<file path="src/rtl/ex_stage_pipe.sv">
// Execute stage of the 5-stage MIPS core with its EX/MEM pipeline register:
// operand forwarding, ALU, branch-target adder and an iterative shift-and-add MULT unit.
module ex_stage_pipe #(
   parameter int DATA_W = 32,
   parameter int REG_AW = 5,
   parameter int MUL_EN = 1
) (
   input  logic              clk,
   input  logic              reset,
   input  logic              in_valid,
   input  logic              stall_in,
   input  logic              flush,
   input  logic [DATA_W-1:0] npc,
   input  logic [DATA_W-1:0] reg_rs,
   input  logic [DATA_W-1:0] reg_rt,
   input  logic [DATA_W-1:0] sign_ext,
   input  logic [1:0]        wb_ctl,
   input  logic [2:0]        m_ctl,
   input  logic [3:0]        ex_ctl,
   input  logic [REG_AW-1:0] instr_20_16,
   input  logic [REG_AW-1:0] instr_15_11,
   input  logic [1:0]        fwd_a,
   input  logic [1:0]        fwd_b,
   input  logic [DATA_W-1:0] mem_fwd_data,
   input  logic [DATA_W-1:0] wb_fwd_data,
   output logic              ex_busy,
   output logic              out_valid,
   output logic [1:0]        wb_ctlout,
   output logic [2:0]        m_ctlout,
   output logic [DATA_W-1:0] add_result,
   output logic [DATA_W-1:0] alu_result,
   output logic              zero,
   output logic [DATA_W-1:0] rdata2out,
   output logic [REG_AW-1:0] five_bit_muxout
);

   localparam int CNT_W = $clog2(DATA_W) + 1;

   typedef enum logic [1:0] {S_IDLE, S_RUN, S_DONE} mul_state_e;
   typedef enum logic [2:0] {OP_ADD, OP_SUB, OP_AND, OP_OR, OP_SLT, OP_MUL} alu_op_e;

   function automatic logic [DATA_W-1:0] alu_calc(input alu_op_e op,
                                                  input logic signed [DATA_W-1:0] a,
                                                  input logic signed [DATA_W-1:0] b);
      case (op)
         OP_SUB:  return a - b;
         OP_AND:  return a & b;
         OP_OR:   return a | b;
         OP_SLT:  return (a < b) ? DATA_W'(1) : '0;
         default: return a + b;
      endcase
   endfunction

   mul_state_e               state_q;
   logic                     busy_q;
   logic [CNT_W-1:0]         cnt_q;
   logic [DATA_W-1:0]        mcand_q, mplier_q, prod_q, prod_d;
   logic [1:0]               mwb_q;
   logic [2:0]               mm_q;
   logic [REG_AW-1:0]        mdest_q;
   logic [DATA_W-1:0]        mbr_q, mrd2_q;

   logic                     vld_q, zero_q;
   logic [1:0]               wb_q;
   logic [2:0]               m_q;
   logic [DATA_W-1:0]        add_q, alu_q, rd2_q;
   logic [REG_AW-1:0]        dest_q;

   alu_op_e                  op;
   logic signed [DATA_W-1:0] op_a, op_b;
   logic [DATA_W-1:0]        b_fwd, alu_d, br_d;
   logic [REG_AW-1:0]        dest_d;
   logic                     is_mul;

   always_comb begin
      op = OP_ADD;
      case (ex_ctl[1:0])
         2'b01: op = OP_SUB;
         2'b10: begin
            case (sign_ext[5:0])
               6'h22: op = OP_SUB;
               6'h24: op = OP_AND;
               6'h25: op = OP_OR;
               6'h2A: op = OP_SLT;
               6'h18: if (MUL_EN != 0) op = OP_MUL;
               default: op = OP_ADD;
            endcase
         end
         2'b11: op = OP_OR;
         default: op = OP_ADD;
      endcase
   end

   // Forwarding: 01 selects MEM/WB, 10 selects EX/MEM, 00 and 11 the register file.
   always_comb begin
      case (fwd_a)
         2'b01:   op_a = wb_fwd_data;
         2'b10:   op_a = mem_fwd_data;
         default: op_a = reg_rs;
      endcase
      case (fwd_b)
         2'b01:   b_fwd = wb_fwd_data;
         2'b10:   b_fwd = mem_fwd_data;
         default: b_fwd = reg_rt;
      endcase
      op_b   = ex_ctl[3] ? sign_ext : b_fwd;
      alu_d  = alu_calc(op, op_a, op_b);
      br_d   = npc + (sign_ext << 2);
      dest_d = ex_ctl[2] ? instr_15_11 : instr_20_16;
      is_mul = (op == OP_MUL);
      prod_d = mplier_q[0] ? prod_q + mcand_q : prod_q;
   end

   always_ff @(posedge clk) begin
      if (reset) begin
         state_q  <= S_IDLE;
         busy_q   <= 1'b0;
         cnt_q    <= '0;
         mcand_q  <= '0;
         mplier_q <= '0;
         prod_q   <= '0;
         mwb_q    <= '0;
         mm_q     <= '0;
         mdest_q  <= '0;
         mbr_q    <= '0;
         mrd2_q   <= '0;
         vld_q    <= 1'b0;
         wb_q     <= '0;
         m_q      <= '0;
         add_q    <= '0;
         alu_q    <= '0;
         zero_q   <= 1'b0;
         rd2_q    <= '0;
         dest_q   <= '0;
      end else if (flush) begin
         vld_q   <= 1'b0;
         wb_q    <= '0;
         m_q     <= '0;
         state_q <= S_IDLE;
         busy_q  <= 1'b0;
      end else begin
         case (state_q)
            S_IDLE: begin
               if (!stall_in) begin
                  if (in_valid && !is_mul) begin
                     vld_q  <= 1'b1;
                     wb_q   <= wb_ctl;
                     m_q    <= m_ctl;
                     add_q  <= br_d;
                     alu_q  <= alu_d;
                     zero_q <= (alu_d == '0);
                     rd2_q  <= b_fwd;
                     dest_q <= dest_d;
                  end else begin
                     vld_q <= 1'b0;
                     wb_q  <= '0;
                     m_q   <= '0;
                  end
                  // Everything the product needs is captured here; ID/EX may change while busy.
                  if (in_valid && is_mul) begin
                     state_q  <= S_RUN;
                     busy_q   <= 1'b1;
                     cnt_q    <= '0;
                     prod_q   <= '0;
                     mcand_q  <= op_a;
                     mplier_q <= op_b;
                     mwb_q    <= wb_ctl;
                     mm_q     <= m_ctl;
                     mdest_q  <= dest_d;
                     mbr_q    <= br_d;
                     mrd2_q   <= b_fwd;
                  end
               end
            end
            S_RUN: begin
               prod_q   <= prod_d;
               mcand_q  <= mcand_q << 1;
               mplier_q <= mplier_q >> 1;
               cnt_q    <= cnt_q + 1'b1;
               if (cnt_q == CNT_W'(DATA_W - 1)) state_q <= S_DONE;
               if (!stall_in) begin
                  vld_q <= 1'b0;
                  wb_q  <= '0;
                  m_q   <= '0;
               end
            end
            S_DONE: begin
               if (!stall_in) begin
                  vld_q   <= 1'b1;
                  wb_q    <= mwb_q;
                  m_q     <= mm_q;
                  add_q   <= mbr_q;
                  alu_q   <= prod_q;
                  zero_q  <= (prod_q == '0);
                  rd2_q   <= mrd2_q;
                  dest_q  <= mdest_q;
                  state_q <= S_IDLE;
                  busy_q  <= 1'b0;
               end
            end
            default: state_q <= S_IDLE;
         endcase
      end
   end

   assign ex_busy         = busy_q;
   assign out_valid       = vld_q;
   assign wb_ctlout       = wb_q;
   assign m_ctlout        = m_q;
   assign add_result      = add_q;
   assign alu_result      = alu_q;
   assign zero            = zero_q;
   assign rdata2out       = rd2_q;
   assign five_bit_muxout = dest_q;

endmodule

</file>
<file path="config.mk">
export PLATFORM = sky130hd
export DESIGN_NAME = ex_stage_pipe
export DESIGN_NICKNAME = d
export VERILOG_FILES = /design/src/rtl/ex_stage_pipe.sv
export SDC_FILE = /design/constraint.sdc
export NUM_CORES = 1
export LEC_CHECK = 0
export CAP_MARGIN = 20
export CORE_ASPECT_RATIO = 1.1
export CORE_MARGIN = 2
export CORE_UTILIZATION = 50
export DETAILED_ROUTE_END_ITERATION = 6
export GPL_ROUTABILITY_DRIVEN = 0
export PLACE_DENSITY = 0.78
export SYNTH_ARGS = -nofsm -noshare
export SYNTH_HDL_FRONTEND = slang
export SYNTH_SLANG_ARGS = --single-unit
export TNS_END_PERCENT = 100
</file>
<file path="constraint.sdc">
create_clock -name clk -period 5.5 [get_ports clk]
set_input_delay 0.55 -clock clk [delete_from_list [all_inputs] [get_ports clk]]
set_output_delay 0.55 -clock clk [all_outputs]
set_load 0.02 [all_outputs]
</file>
# [After elaboration in Yosys (flattened, before gate mapping)]
# Cells that the tools add are included.
[totals] ff_bits=287 out_inout_bits=109 elab_cells=136
[op_classes] addsub=5 n_lt_le_gt_ge=1 n_eq_ne=27 muxes=63 bitwise_logic=4 reduce_logical=17
[op_table] op="2-to-1 mux 32 bit" n=17
[op_table] op="case mux 32 bit (2 select lines)" n=8
[op_table] op="case mux 32 bit (4 select lines)" n=1
[op_table] op="adder 32 bit" n=3
[op_table] op="zero test 32 bit" n=2
[op_table] op="bitwise AND 32 bit" n=1
[op_table] op="less-than comparator 32 bit" n=1
[op_table] op="bitwise OR 32 bit" n=1
[op_table] op="subtractor 32 bit" n=1
[op_table] op="== test 6 bit, second input constant" n=4
[op_table] op="2-to-1 mux 5 bit" n=4
[op_table] op="AND reduction 4 bit" n=5
[op_table] op="case mux 3 bit (3 select lines)" n=2
[op_table] op="case mux 3 bit (5 select lines)" n=1
[op_table] op="2-to-1 mux 2 bit" n=7
[op_table] op="!= test 2 bit, second input constant" n=7
[op_table] op="== test 6 x 5 -> 1 bit, second input constant" n=2
[op_table] op="2-to-1 mux 3 bit" n=4
[op_table] op="2-to-1 mux 6 bit" n=2
[op_table] op="case mux 2 bit (3 select lines)" n=2
[op_table] op="case mux 6 bit (2 select lines)" n=1
[op_table] op="== test 2 bit, second input constant" n=5
[op_table] op="2-to-1 mux 1 bit" n=10
[op_table] op="case mux 5 bit (2 select lines)" n=1
[op_table] op="other kinds (15)" n=25

# [Longest topological paths before layout]
[logic_depth] ltp_word=10 mapped_depth=25

# [Worst setup path after synthesis]
# No wires, ideal clock.
[synth_timing] path_type="in2reg" startpoint="input port fwd_a[0]" endpoint="register zero_q, in the netlist zero" arrival_time_ns=5.094 required_ns=5.404 path_slack_ns=0.310 stages=22 cell_sequence="inv_1 > ha_1 > buf_2 > buf_2 > buf_1 > nor2_1 > a21oi_1 > ha_1 > inv_1 > fa_1 > nor2b_1 > o211ai_1 > a21oi_1 > a211o_1 > a2111oi_4 > o21ai_1 > a311oi_1 > xor2_1 > o221ai_1 > nor3_1 > nand4bb_1 > o41ai_2"
[synth_via] elab_chain_cells=9 word_cells_on_any_way=14 classes_between="2 x add/sub; 1 x order compare; 2 x eq/ne; 6 x mux; 2 x bitwise; 1 x reduce/logical"
[synth_rtl] element="start, declared" line_no="22" source="input logic [1:0] fwd_a,"
[synth_rtl] element="== test 2 bit / == test 2 x 1 -> 1 bit (equally long branches)" line_no="96" source="case (fwd_a)"
[synth_rtl] element="case mux 32 bit (2 select lines) *" line_no="96"
[synth_rtl] element="less-than comparator 32 bit" line_no="49" source="OP_SLT: return (a < b) ? DATA_W'(1) : '0;"
[synth_rtl] element="2-to-1 mux 1 bit" line_no="49"
[synth_rtl] element="case mux 32 bit (4 select lines) *" line_no="45" source="case (op)"
[synth_rtl] element="zero test 32 bit *" line_no="151" source="zero_q <= (alu_d == '0);"
[synth_rtl] element="2-to-1 mux 1 bit *" line_no="145" source="if (in_valid && !is_mul) begin"
[synth_rtl] element="2-to-1 mux 1 bit *" line_no="144" source="if (!stall_in) begin"
[synth_rtl] element="case mux 1 bit (2 select lines) *" line_no="142" source="case (state_q)"
[synth_rtl] element="end signal, assigned" line_no="151"
[synth_rtl] element="end signal, assigned" line_no="194" source="zero_q <= (prod_q == '0);"
[synth_rtl] element="end, declared" line_no="63" source="logic vld_q, zero_q;"
# Every way passes the cells marked *; elsewhere a longest branch is shown, timed or not. The select of a mux whose other input is x is not followed.
# A chain may end at the register's enable or synchronous reset.

# [Worst setup path after layout]
[layout_timing] startpoint="input port fwd_b[0]" endpoint="register zero_q, in the netlist zero"
[layout_via] elab_chain_cells=10 word_cells_on_any_way=15 classes_between="2 x add/sub; 1 x order compare; 2 x eq/ne; 7 x mux; 2 x bitwise; 1 x reduce/logical"
[layout_rtl] element="start, declared" line_no="23" source="input logic [1:0] fwd_b,"
[layout_rtl] element="== test 2 bit / == test 2 x 1 -> 1 bit (equally long branches)" line_no="101" source="case (fwd_b)"
[layout_rtl] element="case mux 32 bit (2 select lines) *" line_no="101"
[layout_rtl] element="2-to-1 mux 32 bit *" line_no="106" source="op_b = ex_ctl[3] ? sign_ext : b_fwd;"
[layout_rtl] element="less-than comparator 32 bit" line_no="49"
[layout_rtl] element="2-to-1 mux 1 bit" line_no="49"
[layout_rtl] element="case mux 32 bit (4 select lines) *" line_no="45"
[layout_rtl] element="zero test 32 bit *" line_no="151"
[layout_rtl] element="2-to-1 mux 1 bit *" line_no="145"
[layout_rtl] element="2-to-1 mux 1 bit *" line_no="144"
[layout_rtl] element="case mux 1 bit (2 select lines) *" line_no="142"
# Marked as above.

==> results.md <==
* Status: complete, but fails checks
* Failing checks: design-rule violations
* Hold Buf Count CTS at 0
* Filler instances at 3562
* Via count at 25360
* Later-pin clock latency in the skew report at 0.63 ns
* Clock slew at reported path FFs at 0.08 ns
* Share of the synthesized area in the top cell type at 26.85%
* Post-route ant nets at 0
* GR Overflow Total at 0
* # rows at 79
* Yosys warns at 0
* Sequential Area at 5746 sq um
* Detailed Route Iter0 Violations at 3104
* Largest net degree at the start of global routing at 123
* Antenna violations before repair at 1
* Clock sinks at 287
* CTS root buffer: clkbuf_16
* Main flop type after synthesis: dfxtp_1
* H-tree depth at 1
* Pwr/cell area at 252.1 nW/um^2
* Core area at 42310 sq um
* Max Cap Viol at 0
* Startpoint Class: input port
* Finished Core Util at 66.05%
* Placed inst area at 26760 sq um
* CP delay by family, top: compound AO/OA/AOI/OAI gates
* Slowest stage cell, crit path: clkdlybuf4s50_1
* WHS at 0.4504 ns
* Distinct cells, synth at 94
* Die Width at 201.2 um
* Synth Instances at 2984
* Die H at 221.0 um
* Tightest Pin Transition at 1.133 ns
* Layout cells sized above 1 at 11.81%
* Mapped cell area at 21400 sq um
* Tmin final at 5.315 ns
* CTS tree: yes
* CTS buffer count at 31
* Die ar. at 44470 sq um
* Post-DP HPWL at 67440 um
* Slack of the worst reg-to-reg path at 0.90 ns
* Number of synthesized flops with an enable pin at 0
* Crit-path max FO at 27
* GR Util All Layers at 38.92%
* Initial core utilization at 50.58%
* Pre-antenna DRT Iters at 7
* Area delta synth->final at 30.58%
* Data arrival time of the worst path at 5.85 ns
* PostCTS Resize Cnt at 0
* Critical path endpoint category: flip-flop
* Final setup vio count at 0
* Peak Freq at 188.2 MHz
* Crit path kind: input port to flip-flop
* Ys async rst share at 0%
* #FFs+latches synth at 287
* Syn nets at 3363
* Fin area at 27940 sq um
* Wire per inst at 22.35 um
* CP Cell Sequence: clkdlybuf4s50_1 -> inv_1 -> ha_2 -> buf_4 -> buf_6 -> nor2_1 -> a21oi_1 -> nor2_1 -> a21oi_1 -> ha_2 -> nor2_1 -> a21o_1 -> o32a_1 -> o211ai_1 -> a2111oi_4 -> o32a_2 -> a211oi_2 -> a21oi_1 -> o21bai_1 -> nor4_1 -> nand4b_1 -> o41ai_2
* Fin. Hold Viols at 0
* First-pass GRT wire length at 137900 um
* DRC viols at 56
* Number of global-route vias before repair at 24310
* Slew Viols, Final at 0
* Area leader, netlist: dfxtp_1
* Post-Route WL at 89500 um
* Final cycle utilization of the critical path at 96.63%
* Lkg Pwr at 11.36 nW
* I/O Buffers at 328
* CP peak stage delay at 0.54 ns
* Multi-input gate area at 14560 sq um
* Seq/Total Area, Yosys at 26.85%
* Nets at 3792
* CP required at 6.03 ns
* Buf/Inv on CP at 4
* I/O pin total at 329
* Leading post-synthesis cells by cell area: dfxtp_1 27%, nor2_1 9.1%, ha_1 9.1%
* Clk buf depth at 3
* Peak supply drop at 0.0002503 V
* Synthesized area per cell at 7.171 sq um
* Worst hold path type: flip-flop to flip-flop
* Clock Skew at 0.02581 ns
* Post-CTS Setup Inserts at 0
* Slew HR at 24.48%
* Diode count at 0
* Vias/cell at 6.331
## kinds of logic after synthesis
kind of cell | share of synthesized area [%]
xor+xnor | 2.742
mux | 1.795
flops | 26.85
simple gates | 23.29
fa+ha+maj | 9.438
compound gates | 30.04
buf+inv | 5.847
## final timing paths
path,startpoint,to,depth (start not counted)
max,fwd_b[0],zero,22
min,mplier_q[21],mplier_q[21],2
max reg2reg,mcand_q[0],prod_q[30],14
min reg2reg,mplier_q[21],mplier_q[21],2
## stage by stage
stage / power [mW] / setup WS, ns / std cells / TNS (ns)
floorplan: 3.509 / 0.3099 / 2984 / 0
global placement: 4.618 / -0.2933 / 3947 / -1.205
detailed placement: 4.665 / -0.4334 / 3947 / -3.454
CTS: 6.917 / 0.1112 / 4005 / 0
global route: 7.285 / -0.009626 / 4005 / -0.01080
finish: 7.045 / 0.1852 / 4005 / 0
## placed cells by master (no fill, tap or decap), types with 24 or more instances in the layout
cell type,count
o211ai_1,42
buf_4,270
ha_1,150
nor3_1,117
a211oi_1,113
nor2_1,515
xor2_1,28
a22oi_1,97
inv_1,118
clkbuf_16,31
nand2_1,298
nand2b_1,33
a21oi_1,328
a21o_1,35
nand3_1,24
clkdlybuf4s50_1,326
o21ai_0,118
xnor2_1,39
dfxtp_1,287
mux2i_1,35
## final cells by class
cell class / instances / share of cell area (%)
inverters: 121 / 1.625
well taps: 567 / 2.539
flip-flops and latches: 287 / 20.56
repair buffers: 602 / 19.25
clock inverters: 19 / 0.8463
clock buffers: 39 / 3.063
multi-input cells: 2370 / 52.11
## worst register-to-register path, stage by stage (launching register included)
cell       delay (ns)
dfxtp_1          0.35
ha_1             0.24
fa_1             0.41
a21o_1           0.19
a211o_1          0.32
a2111oi_0        0.46
nor3_1           0.20
a311oi_1         0.70
o21ai_0          0.36
a211oi_1         0.41
o31a_1           0.25
o21ai_0          0.14
xor2_1           0.17
a22oi_1          0.21
nor2_1           0.06
## power breakdown
group	total (mW)	switching, mW	leakage, nW	internal [mW]
clock network	2.27	0.974	0.533	1.30
logic	2.63	1.50	8.50	1.13
registers	2.14	0.0249	2.32	2.12
total	7.05	2.50	11.4	4.55
## registers in the layout (all words and copies together), names as in the netlist
name,count
zero,1
out_valid,1
mwb_q,2
mplier_q,32
ex_busy,1
m_ctlout,3
alu_result,32
mcand_q,32
mrd2_q,32
mbr_q,32
five_bit_muxout,5
wb_ctlout,2
prod_q,32
add_result,32
mm_q,3
state_q,2
mdest_q,5
cnt_q,6
rdata2out,32
## metal layers
metal | GRT usage (%) | routed length, um | up-vias
met2 | 60.17 | 38340 | 1681
met3 | 9.470 | 10420 | 453
li1 | - | - | 11510
met1 | 46.16 | 32050 | 11710
met5 | 0 | 0 | -
met4 | 31.00 | 8688 | 0
## synth_stat cells, types with 7 or more instances
| master | number |
|---|---|
| buf_2 | 7 |
| a311oi_1 | 16 |
| a22oi_1 | 97 |
| and2_1 | 13 |
| nand3_1 | 24 |
| nor2b_1 | 21 |
| mux2i_1 | 35 |
| a211oi_1 | 114 |
| clkbuf_1 | 169 |
| nor3b_1 | 12 |
| nor4_1 | 23 |
| o21ai_0 | 120 |
| o22ai_1 | 9 |
| o31ai_1 | 14 |
| a21oi_1 | 333 |
| a221oi_1 | 12 |
| a21o_1 | 35 |
| nor2_1 | 517 |
| o21bai_1 | 20 |
| or2_2 | 15 |
| nand2_1 | 298 |
| buf_1 | 27 |
| ha_1 | 155 |
| inv_1 | 118 |
| a211o_1 | 13 |
| nor3_1 | 118 |
| o21ai_1 | 7 |
| o21a_1 | 23 |
| o211ai_1 | 42 |
| a2111oi_0 | 8 |
| nand2b_1 | 33 |
| a31oi_1 | 15 |
| nand4_1 | 13 |
| xor2_1 | 28 |
| xnor2_1 | 39 |
| or3_1 | 15 |
| dfxtp_1 | 287 |
Power figures use the tool's default switching activity.
==> RTL edit, RTL diff (config.mk and constraints unchanged) <==
Reset style: asynchronous (`reset`), changed in one clocked block.
--- a/src/rtl/ex_stage_pipe.sv
+++ b/src/rtl/ex_stage_pipe.sv
@@ -113,3 +113,3 @@
 
-   always_ff @(posedge clk) begin
+   always_ff @(posedge clk or posedge reset) begin
       if (reset) begin
Check against the original RTL: not settled (the Yosys comparison gave no result); the edit may change what the design does.
==> RTL edit against the original RTL <==
- die area is 0.40% higher
- synthesized area is 0.41% higher
- sequential power is 15% higher
- sequential share of layout area is 4.8 points higher
- cell area is 1.4% higher
- sequential cell count stayed put
- wire length is 8.3% lower
- critical path depth is 2 higher
- total power is 17% higher
- setup slack worse by 2.9 ps
- largest cell class unchanged
==> RTL edit: results (changes against the original RTL) <==
stage	metric	value	unit	change
outcome	outcome	finished, final reports clean		was complete, but fails checks
hold_path	hp-class	in2async		was reg2reg
cts	path_clk_slew	60	ps	was 80 ps
layout	fillers	3408		was 3562
cts	htree_num_levels	2		was 1
detailed_routing	vias	23400		was 25.4k
placement	dpl.hpwl	62800	µm	was 67400 µm
grt	grt_pass1_wl	128000	µm	was 138000 µm
detailed_routing	first_iter_violations	2292		was 3104
placement	post-place-cells	3701		was 3947
logic_synthesis	ys_async_sr_fraction	100	%	was 0%
power_and_ir_drop	p_int	5.30	mW	was 4.55 mW
grt	antenna_found_initial	2		was 1
cts	clock_latency	550	ps	was 630 ps
logic_synthesis	synth_common_cells	nand2_1, o21ai_0, dfrtp_1		was nor2_1, a21oi_1, nand2_1
sta	finClkSkew	17.9	ps	was 25.8 ps
cts	numCtsBuffers	34		was 31
layout	nets	3551		was 3792
power_and_ir_drop	cellPowerDensity	292	nW/µm²	was 252 nW/µm²
sta	slew_headroom	20.0	%	was 24.5%
power_and_ir_drop	pwr-share-comb	40.9	%	was 37.3%
logic_synthesis	syn-num-nets	3072		was 3363
logic_synthesis	syn_avg_cell_area	7.98	µm²	was 7.17 µm²
power_and_ir_drop	leakagePower	13.3	nW	was 11.4 nW
grt	grt_max_degree	166		was 123
logic_synthesis	ys_seq_area_share	33.4	%	was 26.9%
detailed_routing	vias_per_cell	6.22		was 6.33
detailed_routing	wl	82100	µm	was 89500 µm
power_and_ir_drop	power_clock	2.43	mW	was 2.27 mW
worst_setup_path	cp.arrival	5800	ps	was 5850 ps
power_and_ir_drop	ir_drop	0.237	mV	was 0.250 mV
logic_synthesis	ys_types	90		was 94
worst_setup_path	path_max_fanout	29		was 27
grt	track_usage	36.2	%	was 38.9%
detailed_routing	drt-pass1-iter-count	6		was 7
## RTL edit: changes by cell type after synthesis, sizes merged, moves of 60 or more
cell / before / now
dfrtp: 0 / 287
dfxtp: 287 / 0
nor2: 519 / 278
o21ai: 127 / 324
a211oi: 114 / 23
nor3: 118 / 39
a22oi: 98 / 34
nand2: 298 / 358
## RTL edit: per-layer routing
layer	vias to the layer above	part of all wire, %	track usage, %
met3	376	9.4	7.91
met1	11000	38	45.1
met4	0	7.3	22.3
li1	10600	-	-
met2	1426	45	57.3
met5	-	0	0
## RTL edit: metrics by stage
stage / worst slack, ps / area (µm²)
after global placement: -195 / 27000
final: 182 / 28300
after global routing: -15.8 / 28300
after CTS: 221 / 28200
after detailed placement: -303 / 27000
after floorplan: 68.5 / 21500
## RTL edit: logic make-up (layout without fill, tap and decap cells)
| kind of cell | after synthesis | count (layout) | share of synthesized area (%) |
|---|---|---|---|
| adders and majority gates | 159 | 159 | 9.40 |
| and+or+nand+nor | 848 | 848 | 17.2 |
| xor gates and xnor gates | 74 | 74 | 3.02 |
| AOI/OAI and AO/OA | 975 | 975 | 28.6 |
| other | 0 | 5 | 0 |
| buffers and inverters | 278 | 782 | 4.90 |
| muxes | 72 | 72 | 3.48 |
| DFF | 287 | 287 | 33.4 |
## RTL edit: area by class of cell
class                   count  area, µm²  area share [%]
multi-input cells        2128      13400            47.2
well taps                 567        709            2.51
diodes                      5       12.5          0.0442
repair buffers            599       5400            19.1
flip-flops and latches    287       7180            25.4
clock inverters            15        223           0.786
inverters                 122        462            1.63
clock buffers              46        967            3.42
## RTL edit: final timing paths
check	cells after the start	endpoint	start	slack, ps
setup / recovery	24	zero	fwd_b[0]	180
hold / removal	2	wb_ctlout[0]	reset	300
hold reg to reg	2	alu_result[20]	alu_result[20]	480
max in group asynchronous	3	mplier_q[5]	reset	4020
min in group clk	2	alu_result[20]	alu_result[20]	480
setup reg to reg	13	zero	state_q[0]	1400
## RTL edit: worst max-delay path, cell delays in order
cell and delay, ps:
clkdlybuf4s50_1 500, inv_1 60, ha_2 400, buf_12 130, buf_4 280, a21oi_1 130, o21ai_0 220, buf_4 200
inv_1 70, ha_1 340, a21oi_1 170, o21ai_0 150, a21oi_1 180, o21ai_1 150, a211o_1 330, buf_4 150
a211oi_1 450, buf_4 210, nor3_1 40, a211oi_1 250, o221a_2 280, nand4_1 100, nor4_1 310, a21o_1 120
## RTL edit: timing repair
item / 4_1_cts / 5_1_grt
hold endpoints to repair: 0 / 0
setup endpoints to repair: 0 / 3
gates resized for setup: 0 / 16
hold buffers: 0 / 0
